<file path="src/rtl/msi_pkg.sv">
// msi_pkg
//   Shared definitions for the MSI snooping bus: bus command encoding,
//   memory-responder FSM states and the default bus widths that the cache
//   controllers also use.
//   Contents:
//     MSI_ADDR_W / MSI_DATA_W  default address/data widths of the bus
//     bus_cmd_e                BusRd, BusRdX, BusUpgr, Flush (writeback)
//     mem_state_e              IDLE, WAIT, RESP
package msi_pkg;

  localparam int MSI_ADDR_W = 8;
  localparam int MSI_DATA_W = 8;

  typedef enum logic [1:0] {
    BUS_RD    = 2'd0,
    BUS_RDX   = 2'd1,
    BUS_UPGR  = 2'd2,
    BUS_FLUSH = 2'd3
  } bus_cmd_e;

  typedef enum logic [1:0] {
    IDLE = 2'd0,
    WAIT = 2'd1,
    RESP = 2'd2
  } mem_state_e;

endpackage

</file>
<file path="src/rtl/msi_mem_array.sv">
// msi_mem_array
//   Backing store of the shared memory: DEPTH x DATA_W words, one
//   synchronous write port and one combinational read port. Contents are
//   never reset.
//   Ports:
//     clk    in   system clock, rising edge
//     we     in   write enable
//     waddr  in   write address
//     wdata  in   write data
//     raddr  in   read address
//     rdata  out  mem[raddr], combinational
module msi_mem_array #(
  parameter int ADDR_W = 8,
  parameter int DATA_W = 8,
  parameter int DEPTH  = 256
) (
  input  logic              clk,
  input  logic              we,
  input  logic [ADDR_W-1:0] waddr,
  input  logic [DATA_W-1:0] wdata,
  input  logic [ADDR_W-1:0] raddr,
  output logic [DATA_W-1:0] rdata
);

  logic [DATA_W-1:0] mem [DEPTH];

  always_ff @(posedge clk) begin
    if (we) begin
      mem[waddr] <= wdata;
    end
  end

  assign rdata = mem[raddr];

endmodule

</file>
<file path="src/rtl/msi_mem_responder.sv">
// msi_mem_responder
//   Shared-memory end of the MSI snooping bus. Serves BusRd, BusRdX,
//   BusUpgr and Flush one at a time, merges owner interventions (a snooped
//   M copy flushed in the accept cycle) into memory and the response, and
//   returns a single-cycle bus_ready pulse per accepted request.
//   Optional feature: define MEM_STATS_EN to add saturating statistics
//   counters stat_rd (accepted Rd/RdX) and stat_wb (Flush + interventions).
//   Ports:
//     clk         in   system clock, rising edge
//     reset       in   asynchronous active-low reset
//     bus_req     in   single-cycle request strobe
//     bus_cmd     in   bus command (bus_cmd_e encoding)
//     bus_src     in   requesting core id
//     bus_addr    in   line address
//     bus_wdata   in   writeback data (Flush)
//     snoop_hit   in   other cache flushes its M copy this cycle
//     snoop_data  in   owner's data, valid with snoop_hit
//     stat_rd     out  (MEM_STATS_EN) accepted Rd/RdX count
//     stat_wb     out  (MEM_STATS_EN) Flush + intervention count
//     bus_ready   out  one-cycle response pulse
//     bus_rdata   out  line data while bus_ready (Rd/RdX), else 0
//     bus_rsrc    out  requester id of the response
//     bus_busy    out  high whenever the FSM is not IDLE
module msi_mem_responder
  import msi_pkg::*;
#(
  parameter int ADDR_W = MSI_ADDR_W,
  parameter int DATA_W = MSI_DATA_W,
  parameter int DEPTH  = 256,
  parameter int RD_LAT = 2
) (
  input  logic              clk,
  input  logic              reset,
  input  logic              bus_req,
  input  logic [1:0]        bus_cmd,
  input  logic              bus_src,
  input  logic [ADDR_W-1:0] bus_addr,
  input  logic [DATA_W-1:0] bus_wdata,
  input  logic              snoop_hit,
  input  logic [DATA_W-1:0] snoop_data,
`ifdef MEM_STATS_EN
  output logic [15:0]       stat_rd,
  output logic [15:0]       stat_wb,
`endif
  output logic              bus_ready,
  output logic [DATA_W-1:0] bus_rdata,
  output logic              bus_rsrc,
  output logic              bus_busy
);

  // WAIT lasts RD_LAT cycles: the counter is loaded with RD_LAT-1 and the
  // FSM leaves WAIT on the edge where it reads 0.
  localparam bit         HAS_WAIT = (RD_LAT > 0);
  localparam logic [3:0] LAT_LOAD = HAS_WAIT ? 4'(RD_LAT - 1) : 4'd0;

  mem_state_e        state_reg;
  logic [3:0]        cnt_reg;
  logic [ADDR_W-1:0] addr_reg;

  logic              accept;
  logic              is_read;
  logic              is_flush;
  logic              mem_we;
  logic [DATA_W-1:0] mem_wdata;
  logic [ADDR_W-1:0] mem_raddr;
  logic [DATA_W-1:0] mem_rdata;

  assign accept   = (state_reg == IDLE) && bus_req;
  assign is_read  = (bus_cmd == BUS_RD) || (bus_cmd == BUS_RDX);
  assign is_flush = (bus_cmd == BUS_FLUSH);

  // Writebacks and interventions land in memory at the accept edge, so any
  // later read of the same line sees the new value.
  assign mem_we    = accept && (is_flush || (is_read && snoop_hit));
  assign mem_wdata = is_flush ? bus_wdata : snoop_data;

  // In IDLE the read port looks at the live bus address (needed when
  // RD_LAT=0 answers straight from the accept edge); afterwards it holds
  // the captured line address.
  assign mem_raddr = (state_reg == IDLE) ? bus_addr : addr_reg;

  msi_mem_array #(
    .ADDR_W (ADDR_W),
    .DATA_W (DATA_W),
    .DEPTH  (DEPTH)
  ) u_mem (
    .clk   (clk),
    .we    (mem_we),
    .waddr (bus_addr),
    .wdata (mem_wdata),
    .raddr (mem_raddr),
    .rdata (mem_rdata)
  );

  always_ff @(posedge clk or negedge reset) begin
    if (!reset) begin
      state_reg <= IDLE;
      cnt_reg   <= 4'd0;
      addr_reg  <= '0;
      bus_ready <= 1'b0;
      bus_rdata <= '0;
      bus_rsrc  <= 1'b0;
      bus_busy  <= 1'b0;
    end else begin
      bus_ready <= 1'b0;
      case (state_reg)
        IDLE: begin
          if (bus_req) begin
            addr_reg <= bus_addr;
            bus_rsrc <= bus_src;
            bus_busy <= 1'b1;
            if (is_read && !snoop_hit && HAS_WAIT) begin
              state_reg <= WAIT;
              cnt_reg   <= LAT_LOAD;
            end else begin
              state_reg <= RESP;
              bus_ready <= 1'b1;
              if (!is_read) begin
                bus_rdata <= '0;
              end else if (snoop_hit) begin
                bus_rdata <= snoop_data;
              end else begin
                bus_rdata <= mem_rdata;
              end
            end
          end
        end
        WAIT: begin
          if (cnt_reg == 4'd0) begin
            state_reg <= RESP;
            bus_ready <= 1'b1;
            bus_rdata <= mem_rdata;
          end else begin
            cnt_reg <= cnt_reg - 4'd1;
          end
        end
        RESP: begin
          state_reg <= IDLE;
          bus_rdata <= '0;
          bus_busy  <= 1'b0;
        end
        default: begin
          state_reg <= IDLE;
          bus_busy  <= 1'b0;
        end
      endcase
    end
  end

`ifdef MEM_STATS_EN
  // Interventions arrive on Rd/RdX, so they bump both counters.
  always_ff @(posedge clk or negedge reset) begin
    if (!reset) begin
      stat_rd <= 16'd0;
      stat_wb <= 16'd0;
    end else if (accept) begin
      if (is_read && stat_rd != 16'hFFFF) begin
        stat_rd <= stat_rd + 16'd1;
      end
      if ((is_flush || (is_read && snoop_hit)) && stat_wb != 16'hFFFF) begin
        stat_wb <= stat_wb + 16'd1;
      end
    end
  end
`endif

endmodule

</file>
<file path="config.mk">
export PLATFORM = sky130hd
export DESIGN_NAME = msi_mem_responder
export DESIGN_NICKNAME = d
export VERILOG_FILES = /design/src/rtl/msi_pkg.sv /design/src/rtl/msi_mem_array.sv /design/src/rtl/msi_mem_responder.sv
export SDC_FILE = /design/constraint.sdc
export NUM_CORES = 2
export LEC_CHECK = 0
export CAP_MARGIN = 10
export CORE_MARGIN = 1.5
export CORE_UTILIZATION = 39
export CTS_CLUSTER_SIZE = 40
export DETAILED_ROUTE_END_ITERATION = 12
export PLACE_DENSITY_LB_ADDON = 0.25
export RECOVER_POWER = 100
export SLEW_MARGIN = 10
export SYNTH_ARGS = -nofsm -noshare
export SYNTH_HDL_FRONTEND = slang
export SYNTH_SLANG_ARGS = --single-unit
</file>
<file path="constraint.sdc">
create_clock -name clk -period 6.9 [get_ports clk]
set_input_delay 1.38 -clock clk [delete_from_list [all_inputs] [get_ports clk]]
set_output_delay 1.38 -clock clk [all_outputs]
set_load 0.05 [all_outputs]
</file>
==> results by group <==
Yosys
  – Async set-reset flop share out of synthesis: 0.0121
  – Predominant post-synthesis flop cell: edfxtp_1
  – Complex-gate fraction of the synthesized area: 0.0554
  – Syn Std Cell Area: between 80000 and 90000 sq um
  – Avg Cell Area, Syn: about 13 sq um
  – Seq/Total Area, Yosys: 0.741
  – Multiplexer fraction of the synthesized cell area: 0.0376
  – Cell count after synthesis: slightly above 6000
  – Xor/xnor cell area share of the yosys netlist: 0
  – Post-Synth Simple-Gate Area: 0.139
  – Count of flip-flops with a built-in enable after synthesis: about 2000
  – Count of different cell masters after synthesis: 71
  – Number of warnings reported in the yosys synthesis log: 0
  – Post-Synthesis Net Count: 6251
  – Flop and latch count out of synthesis: about 2100
  – Adder and majority cell fraction of the synthesized area: 0.000746
  – Main combinational cell family by area after synthesis: simple AND/OR/NAND/NOR gates

Critical path
  – WS Path Type: primary input to register
  – Worst path most repeated cell: clkbuf_1
  – Worst endpoint required time: ~7.3 ns
  – Type of element capturing the critical path: register
  – CP Cell Sequence: dlygate4sd3_1 > nand2_1 > clkbuf_1 > mux2_2 > clkbuf_1
  – Critical Path Max Stage Delay: 2.10 ns
  – Endpoint arrival time on the critical path: between 6 and 7 ns
  – Reg-to-reg slack, setup: ~0.86 ns
  – Critical path launch point type: primary input
  – Highest fanout seen on the critical path: 114
  – CP max-delay cell: mux2_2

Floorplanning
  – Core Region: 214000 sq um
  – Number of I/O pins: 42
  – Effective utilization at floorplan: 0.391
  – Core Rows: 170
  – Total die area: 218000 sq um
  – Height of the chip: 467 um
  – Die W: approximately 470 um

STA
  – Crit share post-route: 0.901
  – Max Slew Vio Count: 1239
  – Worst Clk Skew: 0.0554 ns
  – Count of final setup violators: 0
  – Slew at the pin with the worst max-slew slack: about 3.6 ns
  – Crit path time final: 6.22 ns
  – Relative slew slack: -1.43
  – Setup TNS after final layout: 0 ns
  – Unrepaired setup endpoints after global routing: false
  – F_max: ~160 MHz
  – Total count of hold-check failures in the final report: 0

Clocking
  – Root Buffer Master: clkbuf_16
  – Count of hold buffers inserted by post-cts repair: 0
  – Num CTS Buffers: 210
  – CTS clk-pin slew, worst paths: roughly 0.06 ns
  – Gates resized, CTS repair: 0
  – TritonCTS clock tree: done
  – Latest clock arrival within the worst-skew pair: slightly below 0.9 ns
  – Number of buffers inserted to repair setup after CTS: 0
  – CTS HTree Levels: 4
  – CTS Buffer Depth: 3
  – Number of sinks handled by clock tree synthesis: a little over 2000

Power and ir drop
  – Logic pwr share: 0.386
  – Switching power: ~16 mW
  – Clock network power share: 0.266
  – Internal portion of total power: approximately 24 mW
  – Power per standard cell area: 430 nW/um^2
  – Leakage power total: roughly 31 nW
  – Flop pwr share: 0.348
  – Sw Share: 0.400
  – Worst-case vdd ir drop: ~0.00038 V

Final layout
  – Commonest non-fill, non-tap cell in the layout: edfxtp_1
  – Max reg flops: roughly 2000
  – Final Net Count: approximately 6300
  – Layout cells sized above 1: 0.0857
  – Layout-stage area growth over the synthesis result: 12.7%
  – Post-layout instance area: approximately 94000 sq um
  – Most used cells in the layout excluding fill and tap cells: edfxtp_1 (2048), nand2_1 (1616), nand3_1 (697)

Global routing
  – Overall global routing resource usage: 0.247
  – Vias in the first global route: between 50000 and 60000
  – Pin count of the biggest net entering global routing: 134
  – First-pass GRT wire length: 388 mm
  – Number of antenna violations at the first check in global routing: 20
  – Remaining global-route overflow: 0

Run status
  – Violations in the final reports: capacitance limit, slew limit
  – Run status: finished with violations

Detailed routing
  – Antenna-violating nets left: 0
  – Routed via count divided by cell count: just under 6
  – Drt drc: 0
  – 1st-iter DRT viols: between 7000 and 8000
  – Post-Route WL: about 270 mm
  – Number of iterations in the first detailed-routing pass: 6
  – Total vias in the final route: 54500
  – Average wire per cell in the routed design: ~29 um

Placement
  – Final HPWL from detailed placement: around 170 mm
  – Cell area after placement: 88300 sq um
  – IO Port Bufs: 41
  – Last weighted congestion value of the routability-driven placer: around 0.9

Worst hold path
  – Worst hold-check path type: register to register

Run
  – Max-Cap Viols: 17
## worst paths after layout
path                         startpoint                to  depth (start not counted)
min in group asynchronous         reset        cnt_reg[2]                          1
setup / recovery             bus_cmd[1]  u_mem.mem[43][7]                          5
max in group asynchronous         reset      bus_rdata[4]                          1
setup reg to reg           state_reg[1]      bus_rdata[4]                         15
hold reg to reg                bus_busy          bus_busy                          1
hold / removal                 bus_busy          bus_busy                          1
## power groups by stage
stage / combinational (mW) / sequential (mW) / clock (mW)
after floorplan: 8.78 / 14.4 / 0
after global placement: 15.4 / 14.4 / 0
after detailed placement: 15.5 / 14.4 / 0
after CTS: 15.5 / 14.1 / 10.9
after global routing: 16.4 / 14.2 / 11.4
final: 15.7 / 14.2 / 10.8
## cells in the mapped netlist (6+ instances only)
cell type,instances,area (sq um)
a21o_1,9,67.6
o2111ai_1,24,210
a211o_1,6,52.6
buf_2,228,1140
and3_1,70,438
nand2_1,1621,6080
mux4_2,24,541
nor3_1,23,115
a22oi_1,7,52.6
a2111oi_0,7,61.3
buf_1,23,86.3
a311o_1,11,110
clkbuf_1,86,323
mux2i_1,218,2180
a211oi_1,23,173
nor2b_1,12,75.1
o311ai_0,8,70.1
o32ai_1,6,52.6
a32oi_1,17,149
buf_4,48,360
o211ai_1,12,90.1
nor4_1,9,56.3
nand4_1,20,125
o21ai_0,58,290
a32o_1,37,370
nand3_1,703,3520
nor2_1,294,1100
dfrtp_1,25,626
a311oi_1,21,184
a221oi_1,52,455
o22ai_1,32,200
a31oi_1,97,607
a21oi_1,194,971
edfxtp_1,2048,61500
o221ai_1,20,175
mux2_2,29,327
buf_6,21,236
## metal layers
| layer | track usage | vias up | share of wire |
|---|---|---|---|
| li1 | - | 23300 | - |
| met2 | 0.375 | 2877 | 0.45 |
| met4 | 0.117 | 16 | 0.050 |
| met5 | 0 | - | 0.00041 |
| met3 | 0.0438 | 559 | 0.091 |
| met1 | 0.344 | 27700 | 0.40 |
## critical path: cells and delay by family
| kind | cells | cell delay [ns] |
|---|---|---|
| muxes | 1 | 2.10 |
| buffers and inverters | 3 | 2.81 |
| and+or+nand+nor | 1 | 0.16 |
## cell families after synthesis
group,after synthesis
mux,277
flops,2073
compound gates,677
buf+inv,415
fa+ha+maj,5
simple gates,2768
## area by class of cell
cell class	count	area, sq um
diodes	7	17.5
clock buffers	284	5600
clock inverters	98	825
fillers	19100	120000
inverters	5	18.8
multi-input cells	3727	19700
flip-flops and latches	2073	62100
well taps	2838	3550
repair buffers	277	2620
## per-stage QoR
stage / hold WS [ns] / total power [mW] / cells / util / worst slack, ns
6_report: 0.504 / 40.7 / 9309 / 0.441 / 0.680
5_1_grt: 0.538 / 41.9 / 9306 / 0.441 / 0.615
4_1_cts: 0.520 / 40.6 / 9302 / 0.442 / 1.46
3_5_place_dp: 0.509 / 29.9 / 8920 / 0.412 / 0.592
3_3_place_gp: 0.490 / 29.8 / 8920 / 0.412 / 0.547
2_1_floorplan: 0.465 / 23.2 / 6215 / - / 2.86
(Power assumes the default switching activity.)
